`config.mk`:
```
export PLATFORM = sky130hd
export DESIGN_NAME = pipe_stage_elastic
export DESIGN_NICKNAME = d
export VERILOG_FILES = /design/src/rtl/pipe_stage_elastic.sv
export SDC_FILE = /design/constraint.sdc
export NUM_CORES = 1
export LEC_CHECK = 0
export CAP_MARGIN = 10
export CELL_PAD_IN_SITES_DETAIL_PLACEMENT = 0
export CELL_PAD_IN_SITES_GLOBAL_PLACEMENT = 1
export CORE_MARGIN = 8
export CORE_UTILIZATION = 30
export DETAILED_ROUTE_END_ITERATION = 7
export MAX_ROUTING_LAYER = met4
export PLACE_DENSITY_LB_ADDON = 0.1
export SYNTH_ARGS = -nofsm -noshare
export SYNTH_HDL_FRONTEND = slang
export SYNTH_SLANG_ARGS = --single-unit
```
`constraint.sdc`:
```
create_clock -name clk -period 1.99 [get_ports clk]
set_input_delay 0.398 -clock clk [delete_from_list [all_inputs] [get_ports clk]]
set_output_delay 0.398 -clock clk [all_outputs]
set_load 0.005 [all_outputs]
```
`src/rtl/pipe_stage_elastic.sv`:
```
// Elastic pipeline stage register with valid/ready handshake, flush-to-bubble and saturating stall counter.
// Latency: one cycle from accept to dout/out_valid. Build option PIPE_STAGE_ELASTIC_SKID_EN selects a two-entry skid buffer.
// Backpressure: base mode in_ready = ~out_valid | out_ready (combinational); skid mode in_ready is decoded from state only.
module pipe_stage_elastic #(
  parameter int                  NUM_BITS     = 16,
  parameter logic [NUM_BITS-1:0] BUBBLE_VALUE = '0
) (
  input  logic                clk,
  input  logic                rst,
  input  logic                flush,
  input  logic                in_valid,
  output logic                in_ready,
  input  logic [NUM_BITS-1:0] din,
  output logic                out_valid,
  input  logic                out_ready,
  output logic [NUM_BITS-1:0] dout,
  output logic [15:0]         stall_count
);

  logic accept;
  logic take;
  logic stalled;

  assign accept  = in_valid & in_ready;
  assign take    = out_valid & out_ready;
  assign stalled = out_valid & ~out_ready;

  // Flush leaves the counter alone; only reset clears it.
  always_ff @(posedge clk) begin
    if (rst) begin
      stall_count <= 16'd0;
    end else if (stalled && (stall_count != 16'hFFFF)) begin
      stall_count <= stall_count + 16'd1;
    end
  end

`ifdef PIPE_STAGE_ELASTIC_SKID_EN

  typedef enum logic [1:0] {
    ST_EMPTY = 2'd0,
    ST_ONE   = 2'd1,
    ST_TWO   = 2'd2
  } state_t;

  state_t              state_q;
  state_t              state_d;
  logic [NUM_BITS-1:0] main_q;
  logic [NUM_BITS-1:0] main_d;
  logic [NUM_BITS-1:0] skid_q;
  logic [NUM_BITS-1:0] skid_d;

  assign out_valid = (state_q != ST_EMPTY);
  assign in_ready  = (state_q != ST_TWO);
  assign dout      = main_q;

  always_ff @(posedge clk) begin
    if (rst) begin
      state_q <= ST_EMPTY;
      main_q  <= BUBBLE_VALUE;
      skid_q  <= BUBBLE_VALUE;
    end else begin
      state_q <= state_d;
      main_q  <= main_d;
      skid_q  <= skid_d;
    end
  end

  always_comb begin
    state_d = state_q;
    main_d  = main_q;
    skid_d  = skid_q;
    if (flush) begin
      state_d = ST_EMPTY;
      main_d  = BUBBLE_VALUE;
      skid_d  = BUBBLE_VALUE;
    end else begin
      case (state_q)
        ST_EMPTY: begin
          if (accept) begin
            state_d = ST_ONE;
            main_d  = din;
          end
        end
        ST_ONE: begin
          if (accept && take) begin
            main_d = din;
          end else if (accept) begin
            state_d = ST_TWO;
            skid_d  = din;
          end else if (take) begin
            state_d = ST_EMPTY;
            main_d  = BUBBLE_VALUE;
          end
        end
        ST_TWO: begin
          // in_ready is low here, so only the drain path exists.
          if (take) begin
            state_d = ST_ONE;
            main_d  = skid_q;
            skid_d  = BUBBLE_VALUE;
          end
        end
        default: begin
          state_d = ST_EMPTY;
          main_d  = BUBBLE_VALUE;
          skid_d  = BUBBLE_VALUE;
        end
      endcase
    end
  end

`else

  assign in_ready = ~out_valid | out_ready;

  always_ff @(posedge clk) begin
    if (rst) begin
      out_valid <= 1'b0;
      dout      <= BUBBLE_VALUE;
    end else if (flush) begin
      out_valid <= 1'b0;
      dout      <= BUBBLE_VALUE;
    end else if (accept) begin
      out_valid <= 1'b1;
      dout      <= din;
    end else if (take) begin
      out_valid <= 1'b0;
      dout      <= BUBBLE_VALUE;
    end
  end

`endif

endmodule

```
* Word level (Yosys, flattened, before mapping)
Cells that the tools add are included.
** Storage, ports and cells
- Output and inout bits :: 34
- Memory bits (read-only) :: 0
- Memories :: 0
- RAM bits :: 0
- Bits in registers :: 33
- Latch bits :: 0
** Operators by class
- Multiply operators :: 0
- Reductions and logical operators :: 3
- Equality and inequality tests :: 1
- Shift operators :: 0
- Add/sub/neg operators :: 1
- $lt $le $gt $ge :: 0
- Div/mod/pow operators :: 0
- Muxes and demuxes :: 4
- Bitwise logic cells :: 6
** Operator list (number)
- $mux W16 :: 2
- $add A16 B1 Y16 const B :: 1
- $ne A16 B16 Y1 const B :: 1
- $and A1 B1 Y1 :: 3
- $mux W1 :: 2
- $not A1 Y1 :: 2
- $reduce_bool A2 Y1 :: 1
- $reduce_or A2 Y1 :: 1
- $logic_and A1 B1 Y1 :: 1
- $or A1 B1 Y1 :: 1

* Depth between registers and ports, before layout
- Word-level depth :: 4
- Gate-level depth with buffers :: 6
- Mapped depth without buffers :: 5

* Worst setup path before layout
Ideal clock, no wire load.
- Path type :: register -> register
- From :: register stall_count[0]
- To :: register stall_count[14]
- Stages on the path, launching flop included :: 7
- Data arrival time :: 1.616 ns
- Period minus slack after synthesis :: 1.751 ns
- Slack :: 0.239 ns
- Cells stage by stage :: dfxtp_1 -> ha_1 -> nand3b_1 -> or3_1 -> clkbuf_1 -> o311ai_0 -> o41ai_1
** Between the ends
- Cells in the longest elaborated chain, start to end :: 2
** RTL lines
- start: declaration :: RTL line 17 : output logic [15:0] stall_count
- start signal: assignment :: RTL line 33 : stall_count <= stall_count + 16'd1;
- parallel branches: the longest is 2 deep, another holds $add A16 B1 Y16
Parallel ways; which one is timed is not known.
A chain may end at the register's enable or synchronous reset.

* Worst setup path after layout
- From :: register stall_count[2]
- To :: register stall_count[13]
Same word-level chain as after synthesis.

==> impl_results.md <==
* Int Pwr at 0.001003 W
* Clock tree from TritonCTS: built
* Vias at ~1400
* Reg power frac at 52.5%
* Detail Route Antenna Nets at 0
* CTS Root Cell: clkbuf_8
* Hold WC Path Type: reg2reg
* Rows at 24
* Detailed Route WL at 4.175 mm
* Crit Path Class: reg2reg
* Post-synthesis cell area at ~0.0014 mm^2
* Clock Path Buffers at 2
* CP Max Fanout at 7
* Clock power frac at 37.2%
* Routability cong. at 0.8041
* Status: finished, final reports clean
* Number of global-route vias before repair at 1528
* Die Y at 84.13 um
* Max rail drop VDD at approximately 0.34 mV
* Area growth syn-to-layout at 54.27%
* Top_reg_cell synth: dfxtp_1
* Largest net degree at the start of global routing at 18
* Placed cell count at 263
* Mapped Avg Cell Area at just under 9 um^2
* P_sw at around 0.00029 W
* Drt drc at 0
* Area occupied by multi-input gates at 685.7 um^2
* #FFs+latches synth at 33
* Fmax at 0.5517 GHz
* RSZ-0062 raised after global routing: no
* First-pass GRT wire length at 7.093 mm
* Util after Layout at 48.67%
* I/O pin total at 55
* Num CTS Buffers at 5
* Syn_nets at 179
* Detailed Routing Iterations Pass 1 at 4
* Wirelength per Cell at around 15 um
* Antenna diode count at 0
* Die width at 84.13 um
* Die Area at 0.007078 mm^2
* Setup TNS at 0 ns
* Post-synth cell types at 37
* Commonest non-fill, non-tap cells in the layout: clkdlybuf4s50_1 (53), dfxtp_1 (33), nor2_1 (19)
* Place WS at -0.3146 ns
* Clock sink count at 33
* Via/cell ratio at 5.250
* H-tree levels at 2
* Core Box Area at 0.004414 mm^2
* GR Overflow Total at 0
* Fin cells at 272
* Clk_lat worst skew at 0.28 ns
* # nets final at 241
* Critical Path Source Type: flop
* YS warnings at 0
* Clk_skew at roughly 0.0034 ns
* Synth area leader: dfxtp_1
* Final min period at around 1.8 ns
* Endpoints failing setup at 0
* Max-Cap Viols at 0
* Count of input and output buffers at 54
* Gate power share at between 10% and 20%
* Number of flops mapped to enable cells by yosys at 0
* Initial DRC count at 118
* Rel. slew slack at 42.58%
* Sequential cell area at 660.6 um^2
* # fillers at 426
* Initial Util at 31.55%
* Leakage at about 0.73 nW
* Switching share of power at 22.64%
* Share of the synthesized area in the top cell type at ~47%
* WP data arrival at 2.03 ns
* GR Util All Layers at 12.31%
* Area contributors post-synth: dfxtp_1 (47%), a22oi_1 (8.6%), nor2_1 (5.1%)
* Slew @ Worst Pin at 0.8447 ns
* Sequential share of the synthesized area at 47.44%
* Ratio of cells with drive above 1 in the final layout at 9.545%
* PwrDens at 603.3 mW/mm^2
* Final HPWL DP at ~3.1 mm
* Final Hold Vio Count at 0
* Synth Instances at between 150 and 200
* Final Cycle Share at 91.09%
* WP data required at roughly 2.2 ns
* Clock slew at reported path FFs at roughly 0.070 ns
* Fin. max-slew vios at 0
* Final Worst Setup Slack at 0.1773 ns
* CP Capture Type: flop
* Fraction of registers with async set/reset at 0%
* Most common cell after layout, fill and taps aside: clkdlybuf4s50_1
* Antenna violations before repair at 0
[Yosys cell counts, types with 2 or more instances]
cell type  instances
o311ai_0           2
o31ai_1            4
a211oi_1           3
nand3_1            4
nor2_1            19
o21ai_0            3
a21oi_1            9
a22oi_1           16
nand2_1            7
a31oi_1            2
o41ai_1            2
clkbuf_1          10
and4_1             2
or3_1              4
nor4_1             3
mux2i_1            2
or4_1              2
dfxtp_1           33
inv_1              4
nor2b_1            2
nand4_1            4
nor3_1             5
[logic make-up (layout without fill, tap and decap cells)]
kind of cell	after synthesis	after routing	synth area share, %
mux	3	3	2.246
buf+inv	15	78	4.133
flops	33	33	47.44
compound gates	44	44	21.92
fa+ha+maj	1	1	0.8983
simple gates	61	61	23.36
[routing by layer]
layer  vias to the layer above  GRT usage (%)  wire length (um)
met2                        42          19.78              1990
met3                         6          5.217               314
li1                        714              -                 -
met4                         0          5.965                49
met5                         -              -                 0
met1                       666          12.67              1819
[flip-flops by register name (all words and copies together) (netlist names)]
signal and cells:
stall_count 16, dout 16, out_valid 1
[through the flow]
| step | total power (W) | hold WS [ns] | cell area [um^2] |
|---|---|---|---|
| 2_1_floorplan | 0.0007429 | 0.4756 | 1393 |
| 3_3_place_gp | 0.0008240 | 0.4770 | 2051 |
| 3_5_place_dp | 0.0008272 | 0.4850 | 2051 |
| 4_1_cts | 0.001310 | 0.5072 | 2141 |
| 5_1_grt | 0.001351 | 0.5334 | 2148 |
| 6_report | 0.001296 | 0.4999 | 2148 |
[worst max-delay path, cell delays in order (launching register included)]
cell and delay [ns]:
dfxtp_1 0.43, nand4_1 0.27, or3b_1 0.49, or4_1 0.41, a21oi_1 0.14
[final cells by class]
type | instances | share of cell area (%)
flip-flops and latches | 33 | 30.75
clock buffers | 8 | 3.727
inverters | 4 | 0.6989
repair buffers | 66 | 29.88
multi-input cells | 109 | 31.92
well taps | 52 | 3.029
[path summary, 6_finish.rpt]
kind                                  endpoint                        start  slack, ns  cells past startpoint
setup / recovery  stall_count[13]$_SDFFE_PP0P_  stall_count[2]$_SDFFE_PP0P_       0.18                      4
hold / removal           dout[12]$_SDFFE_PP0P_        dout[12]$_SDFFE_PP0P_       0.50                      2
setup reg to reg  stall_count[13]$_SDFFE_PP0P_  stall_count[2]$_SDFFE_PP0P_       0.18                      4
hold reg to reg          dout[12]$_SDFFE_PP0P_        dout[12]$_SDFFE_PP0P_       0.50                      2
[power groups by stage]
stage	Sequential [W]	Clock, W	Combinational, W
after floorplan	0.000695	0	0.0000476
after global placement	0.000694	0	0.000130
after detailed placement	0.000695	0	0.000133
after CTS	0.000681	0.000494	0.000135
after global routing	0.000682	0.000524	0.000145
final	0.000681	0.000483	0.000132
[repair_timing]
item	4_1_cts	5_1_grt
resized for setup	3	0
hold buffers	0	0
cloned	0	0
pin swaps	0	1
endpoints found under the setup margin	5	1
setup buffers	0	1
No activity file was read; power rests on OpenSTA's default activity.
